### config.mk
export PLATFORM = sky130hd
export DESIGN_NAME = mpu_store_unit
export DESIGN_NICKNAME = d
export VERILOG_FILES = /design/src/rtl/mpu_store_unit.sv
export SDC_FILE = /design/constraint.sdc
export NUM_CORES = 1
export LEC_CHECK = 0
export CAP_MARGIN = 20
export CORE_ASPECT_RATIO = 0.5
export CORE_MARGIN = 4
export CORE_UTILIZATION = 54
export DETAILED_ROUTE_END_ITERATION = 8
export PLACE_DENSITY_LB_ADDON = 0.2
export SYNTH_ARGS = -nofsm -noshare
export SYNTH_HDL_FRONTEND = slang
export SYNTH_SLANG_ARGS = --single-unit
### constraint.sdc
create_clock -name clk -period 5 [get_ports clk]
set_input_delay 0.75 -clock clk [delete_from_list [all_inputs] [get_ports clk]]
set_output_delay 0.75 -clock clk [all_outputs]
set_load 0.1 [all_outputs]
### src/rtl/mpu_store_unit.sv
// Store engine: snapshots one matrix register and streams its valid m x n
// elements row-major over a valid/ready handshake, then pulses done.
module mpu_store_unit #(
   parameter int FP = 32,
   parameter int M = 3,
   parameter int N = 3,
   parameter int MATRIX_REGISTERS = 8,
   localparam int AW = $clog2(MATRIX_REGISTERS),
   localparam int MW = $clog2(M) + 1,
   localparam int NW = $clog2(N) + 1,
   localparam int RW = $clog2(M),
   localparam int CW = $clog2(N)
) (
   input  logic            clk,
   input  logic            rst_n,
   input  logic            store_req_i,
   input  logic [AW-1:0]   store_addr_i,
   output logic            store_ready_o,
   output logic            reg_rd_en_o,
   output logic [AW-1:0]   reg_rd_addr_o,
   input  logic [M*N*FP-1:0] reg_rd_matrix_i,
   input  logic [MW-1:0]   reg_rd_m_i,
   input  logic [NW-1:0]   reg_rd_n_i,
   output logic            elem_valid_o,
   input  logic            elem_ready_i,
   output logic [FP-1:0]   elem_data_o,
   output logic [RW-1:0]   elem_row_o,
   output logic [CW-1:0]   elem_col_o,
   output logic            elem_last_o,
   output logic            store_done_o,
   output logic            store_err_o
);

   localparam int IW = $clog2(M * N);

   typedef enum logic [1:0] {
      STORE_IDLE,
      STORE_REQUEST,
      STORE_MATRIX
   } store_state_e;

   store_state_e        state_reg, state_next;
   logic [AW-1:0]       addr_reg, addr_next;
   logic [M*N*FP-1:0]   buf_reg;
   logic                buf_load;
   logic [MW-1:0]       m_reg, m_next;
   logic [NW-1:0]       n_reg, n_next;
   logic [RW-1:0]       row_reg, row_next;
   logic [CW-1:0]       col_reg, col_next;
   logic                done_reg, done_next;
   logic                err_reg, err_next;

   logic                dims_bad;
   logic                col_end;
   logic                last_elem;
   logic [IW-1:0]       elem_idx;

   assign dims_bad  = (reg_rd_m_i == '0) || (reg_rd_n_i == '0) ||
                      (reg_rd_m_i > MW'(M)) || (reg_rd_n_i > NW'(N));
   assign col_end   = (NW'(col_reg) == n_reg - NW'(1));
   assign last_elem = col_end && (MW'(row_reg) == m_reg - MW'(1));
   // Buffer keeps the full M x N layout, so the stride is always N.
   assign elem_idx  = IW'(row_reg) * IW'(N) + IW'(col_reg);

   always_ff @(posedge clk or negedge rst_n) begin
      if (!rst_n) begin
         state_reg <= STORE_IDLE;
         addr_reg  <= '0;
         buf_reg   <= '0;
         m_reg     <= '0;
         n_reg     <= '0;
         row_reg   <= '0;
         col_reg   <= '0;
         done_reg  <= 1'b0;
         err_reg   <= 1'b0;
      end else begin
         state_reg <= state_next;
         addr_reg  <= addr_next;
         if (buf_load) begin
            buf_reg <= reg_rd_matrix_i;
         end
         m_reg     <= m_next;
         n_reg     <= n_next;
         row_reg   <= row_next;
         col_reg   <= col_next;
         done_reg  <= done_next;
         err_reg   <= err_next;
      end
   end

   always_comb begin
      state_next = state_reg;
      addr_next  = addr_reg;
      buf_load   = 1'b0;
      m_next     = m_reg;
      n_next     = n_reg;
      row_next   = row_reg;
      col_next   = col_reg;
      done_next  = 1'b0;
      err_next   = 1'b0;
      case (state_reg)
         STORE_IDLE: begin
            if (store_req_i) begin
               addr_next  = store_addr_i;
               state_next = STORE_REQUEST;
            end
         end
         STORE_REQUEST: begin
            buf_load = 1'b1;
            m_next   = reg_rd_m_i;
            n_next   = reg_rd_n_i;
            if (dims_bad) begin
               done_next  = 1'b1;
               err_next   = 1'b1;
               state_next = STORE_IDLE;
            end else begin
               row_next   = '0;
               col_next   = '0;
               state_next = STORE_MATRIX;
            end
         end
         STORE_MATRIX: begin
            if (elem_ready_i) begin
               if (last_elem) begin
                  done_next  = 1'b1;
                  state_next = STORE_IDLE;
               end else if (col_end) begin
                  col_next = '0;
                  row_next = row_reg + RW'(1);
               end else begin
                  col_next = col_reg + CW'(1);
               end
            end
         end
         default: state_next = STORE_IDLE;
      endcase
   end

   // Element outputs are driven straight from state so an async reset drops them at once.
   assign store_ready_o = (state_reg == STORE_IDLE);
   assign reg_rd_en_o   = (state_reg == STORE_REQUEST);
   assign reg_rd_addr_o = addr_reg;
   assign elem_valid_o  = (state_reg == STORE_MATRIX);
   assign elem_data_o   = buf_reg[elem_idx*FP +: FP];
   assign elem_row_o    = row_reg;
   assign elem_col_o    = col_reg;
   assign elem_last_o   = (state_reg == STORE_MATRIX) && last_elem;
   assign store_done_o  = done_reg;
   assign store_err_o   = err_reg;

endmodule

==> run metrics, run 1 <==
VDD IR max 0.548 mV; Hold WS 204 ps; complex-gate fraction of the synthesized area 0.0218; # DRC 0; total of max-cap violations 0; Tightest Pin Transition about 1100 ps; global route overflow 0; highest-count cells in the layout ignoring fill and taps clkdlybuf4s50_1 (312), dfrtp_1 (305), mux2_2 (294), mux4_2 (64), nand2_1 (40); met3 Usage GRT 0.0612; drt via density between 5 and 6; WL per Instance 23.4 um; power per cell area 805 mW/mm^2; CTS tree built; Leakage Power 7.47 nW; critical path, cell by cell fa_1, ha_4, fa_2, buf_4, mux2i_1, o21ai_2, buf_12; num ports 346; Post-synth ARST share 1.00; Clock Sinks 305; DP HPWL approximately 27000 um; proportion of layout cells with a drive suffix above 1 0.389; Iter 0 DRT Violations 667; post-synth top area cell dfrtp_1; Post-Syn Area 0.0138 mm^2; worst-path maximum fanout 18; final hold vios 0; H-tree depth reported by CTS 1; Ys Warns 0; Syn Nets 1207; vias 9020; clk root buf clkbuf_16; Crit. End Element primary output; post-synthesis adder-cell area fraction 0.0101; Post CTS Setup Buffer Count 0; max reg flops 288; endpoints failing setup 0; slowest library cell on the worst path fa_2; P&R area growth vs syn 36.2%; vias in the first global route 9401; Synth Register Bits 305; simple-gate area share of the yosys netlist 0.0213; WL final 37300 um; RSZ-0062 raised after global routing no; clock skew 8.02 ps; largest net degree at the start of global routing 201; sequential area share after synthesis 0.551; max incr delay on CP 990 ps; Final period util 0.916; fraction of synthesized area in multiplexers 0.368; crit path kind flip-flop to primary output; # resized after CTS 0; busiest grt layer met2; top cells by area, synth dfrtp_1 (55%), mux2_2 (24%), mux4_2 (10%); commonest non-fill, non-tap cell in the layout clkdlybuf4s50_1; Clock Latency Late Sink 540 ps; outcome completed; M1 GR Usage 0.368; Post-synth EDFFs 0; global-route usage over all layers 0.262; Max Slew Vio Count 0; CTS Buf Count 27; Initial Util 0.550; Critical Path Start Type flip-flop; die area about 0.028 mm^2; Synth cell types 41; Final GP Congestion roughly 0.87; share of the synthesized area in the top cell type 0.551; Hold/Removal Path Class input port to async pin; final core utilization 0.748; max frequency 218 MHz; Finished Layout Cells roughly 1600; met2 GRT Util 0.416; post-route antenna net violation count 0; max_slew headroom 0.263; minimum clock period 4580 ps; # hold bufs at CTS 0; core footprint 0.0252 mm^2; design area 0.0188 mm^2; first-pass detailed-route iteration total 5; xor/xnor share of the synthesized area 0.00380; post-place instance area 0.0180 mm^2; main flop type after synthesis dfrtp_1; reg2reg path depth 4; x dimension of the die 234 um; nets around 1500; clock buffer depth 3; average cell area after synthesis 15.4 um^2; Critical Path RT between 4000 and 5000 ps; first-pass GRT wire length between 50000 and 60000 um; setup_tns 0 ps; FP Rows 41; Mapped Cells 896; largest family of logic cells by synthesized area multiplexers; initial antenna violation count 4; Die Height ~120 um; fill count roughly 1600; clock slew at reported path FFs 70 ps; critical path arrival 3830 ps; count of buffers from port buffering about 350; # placed instances 1540
## logic make-up (layout without fill, tap and decap cells)
family / count (synthesis) / after routing
buffers and inverters: 68 / 415
XOR/XNOR: 6 / 6
adder cells (fa/ha/maj): 10 / 10
multiplexers: 392 / 392
flip-flops: 305 / 305
AO/OA/AOI/OAI: 52 / 52
AND/OR/NAND/NOR: 63 / 63
other: 0 / 2
## power by group
part | switching [mW] | internal, mW
Sequential | 0.639 | 3.73
Combinational | 4.90 | 3.85
Clock | 0.920 | 1.13
## synthesized netlist by cell type (2+ instances only)
cell type	instances
o21ai_1	4
mux4_2	64
a21oi_1	2
xor2_1	3
nor2_1	6
mux2_2	294
dfrtp_1	305
nor3_1	3
inv_1	9
nand3_1	2
fa_1	2
xnor2_1	3
buf_1	7
o21ai_0	37
nand2b_1	2
buf_2	36
buf_4	5
nand2_1	40
ha_1	8
mux2i_1	34
clkbuf_1	10
## final timing paths
check                         startpoint  slack (ps)         endpoint
max reg2reg                 state_reg[1]        2240      buf_reg[52]
max in group asynchronous          rst_n        3660      buf_reg[11]
max                        elem_row_o[0]         420  elem_data_o[17]
min reg2reg                  buf_reg[17]         500      buf_reg[17]
min in group clk             buf_reg[17]         500      buf_reg[17]
min                                rst_n         200     buf_reg[219]
## metrics by stage
step                      power, mW  worst slack [ps]
final                          15.2               419
after CTS                      15.2               405
after detailed placement       13.2               981
after global routing           15.8               263
after floorplan                10.3             -19.7
after global placement         12.9              1010
## per-layer routing
layer  share of wire  vias to the layer above
met1            0.42                     4671
met2            0.48                      278
met5         0.00064                        -
met4           0.035                        4
met3           0.064                       86
li1                -                     3981
## layout make-up
cell class | instances | area [um^2] | share of cell area
diodes | 2 | 5.00 | 0.000266
inverters | 9 | 33.8 | 0.00179
well taps | 344 | 430 | 0.0228
clock inverters | 12 | 119 | 0.00631
multi-input cells | 523 | 6040 | 0.320
repair buffers | 359 | 3860 | 0.205
flip-flops and latches | 305 | 7630 | 0.405
clock buffers | 35 | 726 | 0.0385
## worst max-delay path, delay by kind of cell, from the launching register on
kind,cells,cell delay (ps)
fa+ha+maj,3,1730
buf+inv,2,620
flops,1,510
mux,1,290
compound gates,1,90
Note: power is estimated with default switching activity, not from simulation.
==> run 2: changes to the inputs <==
--- a/config.mk
+++ b/config.mk
@@ -8,7 +8,7 @@
 export CAP_MARGIN = 20
 export CORE_ASPECT_RATIO = 0.5
 export CORE_MARGIN = 4
-export CORE_UTILIZATION = 54
+export CORE_UTILIZATION = 50
 export DETAILED_ROUTE_END_ITERATION = 8
 export PLACE_DENSITY_LB_ADDON = 0.2
 export SYNTH_ARGS = -nofsm -noshare
==> constraint.sdc (replaced) <==
create_clock -name clk -period 4.3 [get_ports clk]
set_input_delay 0.645 -clock clk [delete_from_list [all_inputs] [get_ports clk]]
set_output_delay 0.645 -clock clk [all_outputs]
set_load 0.1 [all_outputs]
==> run metrics, run 2 (synthesis gave the netlist of run 1 again) <==
outcome completed (unchanged); clock skew 13.2 ps (was 8.02 ps); total of max-cap violations 0 (unchanged); count of buffers from port buffering 345 (unchanged); highest-count cells in the layout ignoring fill and taps clkdlybuf4s50_1 (311), dfrtp_1 (304), mux2_2 (294), mux4_2 (64), nand2_1 (40) (was clkdlybuf4s50_1 (312), dfrtp_1 (305), mux2_2 (294), mux4_2 (64), nand2_1 (40)); Final period util 0.975; worst-path maximum fanout 10 (was 18); reg2reg path depth 4 (unchanged); CTS tree built (unchanged); x dimension of the die 243 um (was 234 um); vias 9062 (was 9020); setup_tns 0 ps (unchanged); first-pass GRT wire length 59900 um (was 55800 um); max frequency between 200 and 250 MHz; final core utilization 0.726 (was 0.748); num ports 346 (unchanged); # hold bufs at CTS 0 (unchanged); H-tree depth reported by CTS 1 (unchanged); max_slew headroom 0.298 (was 0.263); core footprint 0.0269 mm^2 (was 0.0252 mm^2); WL final 38800 um (was 37300 um); Clock Sinks 305 (unchanged); clock buffer depth 3 (unchanged); post-route antenna net violation count 0 (unchanged); vias in the first global route 10100 (was 9401); Clock Latency Late Sink 560 ps (was 540 ps); clock slew at reported path FFs 70 ps (about the same); commonest non-fill, non-tap cell in the layout clkdlybuf4s50_1 (unchanged); multi-input logic area 0.00629 mm^2 (was 0.00604 mm^2); Final GP Congestion 0.882 (was 0.872); endpoints failing setup 0 (unchanged); Tightest Pin Transition 1050 ps (was 1100 ps); proportion of layout cells with a drive suffix above 1 0.406 (was 0.389); power per cell area 952 mW/mm^2 (was 805 mW/mm^2); Critical Path Start Type flip-flop (unchanged); minimum clock period 4190 ps; Max Slew Vio Count 0 (unchanged); fill count 1784 (was 1609); FF+latch area 0.00763 mm^2 (about the same); VDD IR max 0.686 mV (was 0.548 mV); CTS Buf Count 28 (was 27); R2R Setup Slk 1800 ps (was 2240 ps); first-pass detailed-route iteration total 5 (unchanged); initial antenna violation count 6 (was 4); crit path kind flip-flop to primary output (unchanged); global route overflow 0 (unchanged); nets 1546 (was 1536); DP HPWL 28500 um (was 27500 um); Initial Util 0.515 (was 0.550); global-route usage over all layers 0.255 (was 0.262); Leakage Power 7.68 nW (was 7.47 nW); final hold vios 0 (unchanged); Iter 0 DRT Violations 482 (was 667); P&R area growth vs syn 40.9% (was 36.2%); die area 0.0306 mm^2 (was 0.0284 mm^2); Reg2Reg Launch Point state_reg[1] (unchanged); WL per Instance 23.7 um (was 23.4 um); # placed instances 1576 (was 1540); max reg flops 288 (unchanged); clk root buf clkbuf_16 (unchanged); critical path arrival 3550 ps (was 3830 ps); FP Rows 42 (was 41); RR Endpoint buf_reg[59] (was buf_reg[52]); Crit. End Element primary output (unchanged); Finished Layout Cells 1635 (was 1589); largest net degree at the start of global routing 147 (was 201); # DRC 0 (unchanged); Hold/Removal Path Class input port to async pin (unchanged); drt via density 5.54 (was 5.68); RSZ-0062 raised after global routing no (unchanged); Critical Path RT 3650 ps (was 4250 ps); Die Height 126 um (was 121 um)
[run 2: cell count changes in the layout (fill, tap and decap cells not counted), sizes merged, moves of 3 or more]
| cell | delta |
|---|---|
| diode | +4 |
| clkbuf | +3 |
| bufinv | +3 |
| clkinv | -4 |
| buf | +10 |
[run 2: repair_timing]
item                       CTS  global route
cloned                       0             0
pin swaps                    2             0
resized for setup            0             7
setup endpoints to repair   32            32
setup buffers                3             0
[run 2: worst max path at each step]
| stage | from | end | slack, ps | depth (start not counted) |
|---|---|---|---|---|
| floorplan | elem_row_o[1] | elem_data_o[10] | -100 | 7 |
| global placement | elem_row_o[0] | elem_data_o[11] | 400 | 7 |
| detailed placement | elem_row_o[0] | elem_data_o[19] | 290 | 7 |
| CTS | elem_row_o[0] | elem_data_o[19] | 20 | 7 |
| global route | elem_row_o[0] | elem_data_o[19] | 20 | 8 |
| finish | elem_row_o[0] | elem_data_o[19] | 110 | 7 |
[run 2: per-stage QoR]
stage	hold WS [ps]	worst slack [ps]	cell area (um^2)	power [mW]
detailed placement	491	288	18400	15.8
finish	91.3	110	19500	18.6
CTS	144	18.6	19500	18.6
global route	170	16.8	19500	19.4
floorplan	349	-95.5	14200	12.3
global placement	483	401	18400	15.5
[run 2: routing by layer]
layer  global-route usage  vias to the layer above  wire, um  share of wire
li1                     -                     3984         -              -
met4               0.0831                        0      1370          0.035
met5                    0                        -         0              0
met1                0.349                     4750     16400           0.42
met3               0.0486                       75      2060          0.053
met2                0.420                      253     19000           0.49
[run 2: critical path, cell delays in order, from the launching register on]
cell	delay, ps
dfrtp_2	490
fa_1	550
ha_4	190
fa_4	890
buf_4	280
mux2i_2	310
o21ai_4	90
buf_12	180
[run 2: final cells by class]
type | count | share of cell area
Antenna cell | 6 | 0.000770
Clock buffer | 38 | 0.0420
Clock inverter | 12 | 0.0110
Inverter | 9 | 0.00173
Multi-Input combinational cell | 523 | 0.323
Sequential cell | 305 | 0.391
Tap cell | 374 | 0.0240
Timing Repair Buffer | 368 | 0.206
[run 2: report_power, final]
group          internal, mW  switching [mW]
logic                  4.81            5.90
clock network          1.64            1.13
registers              4.34           0.745
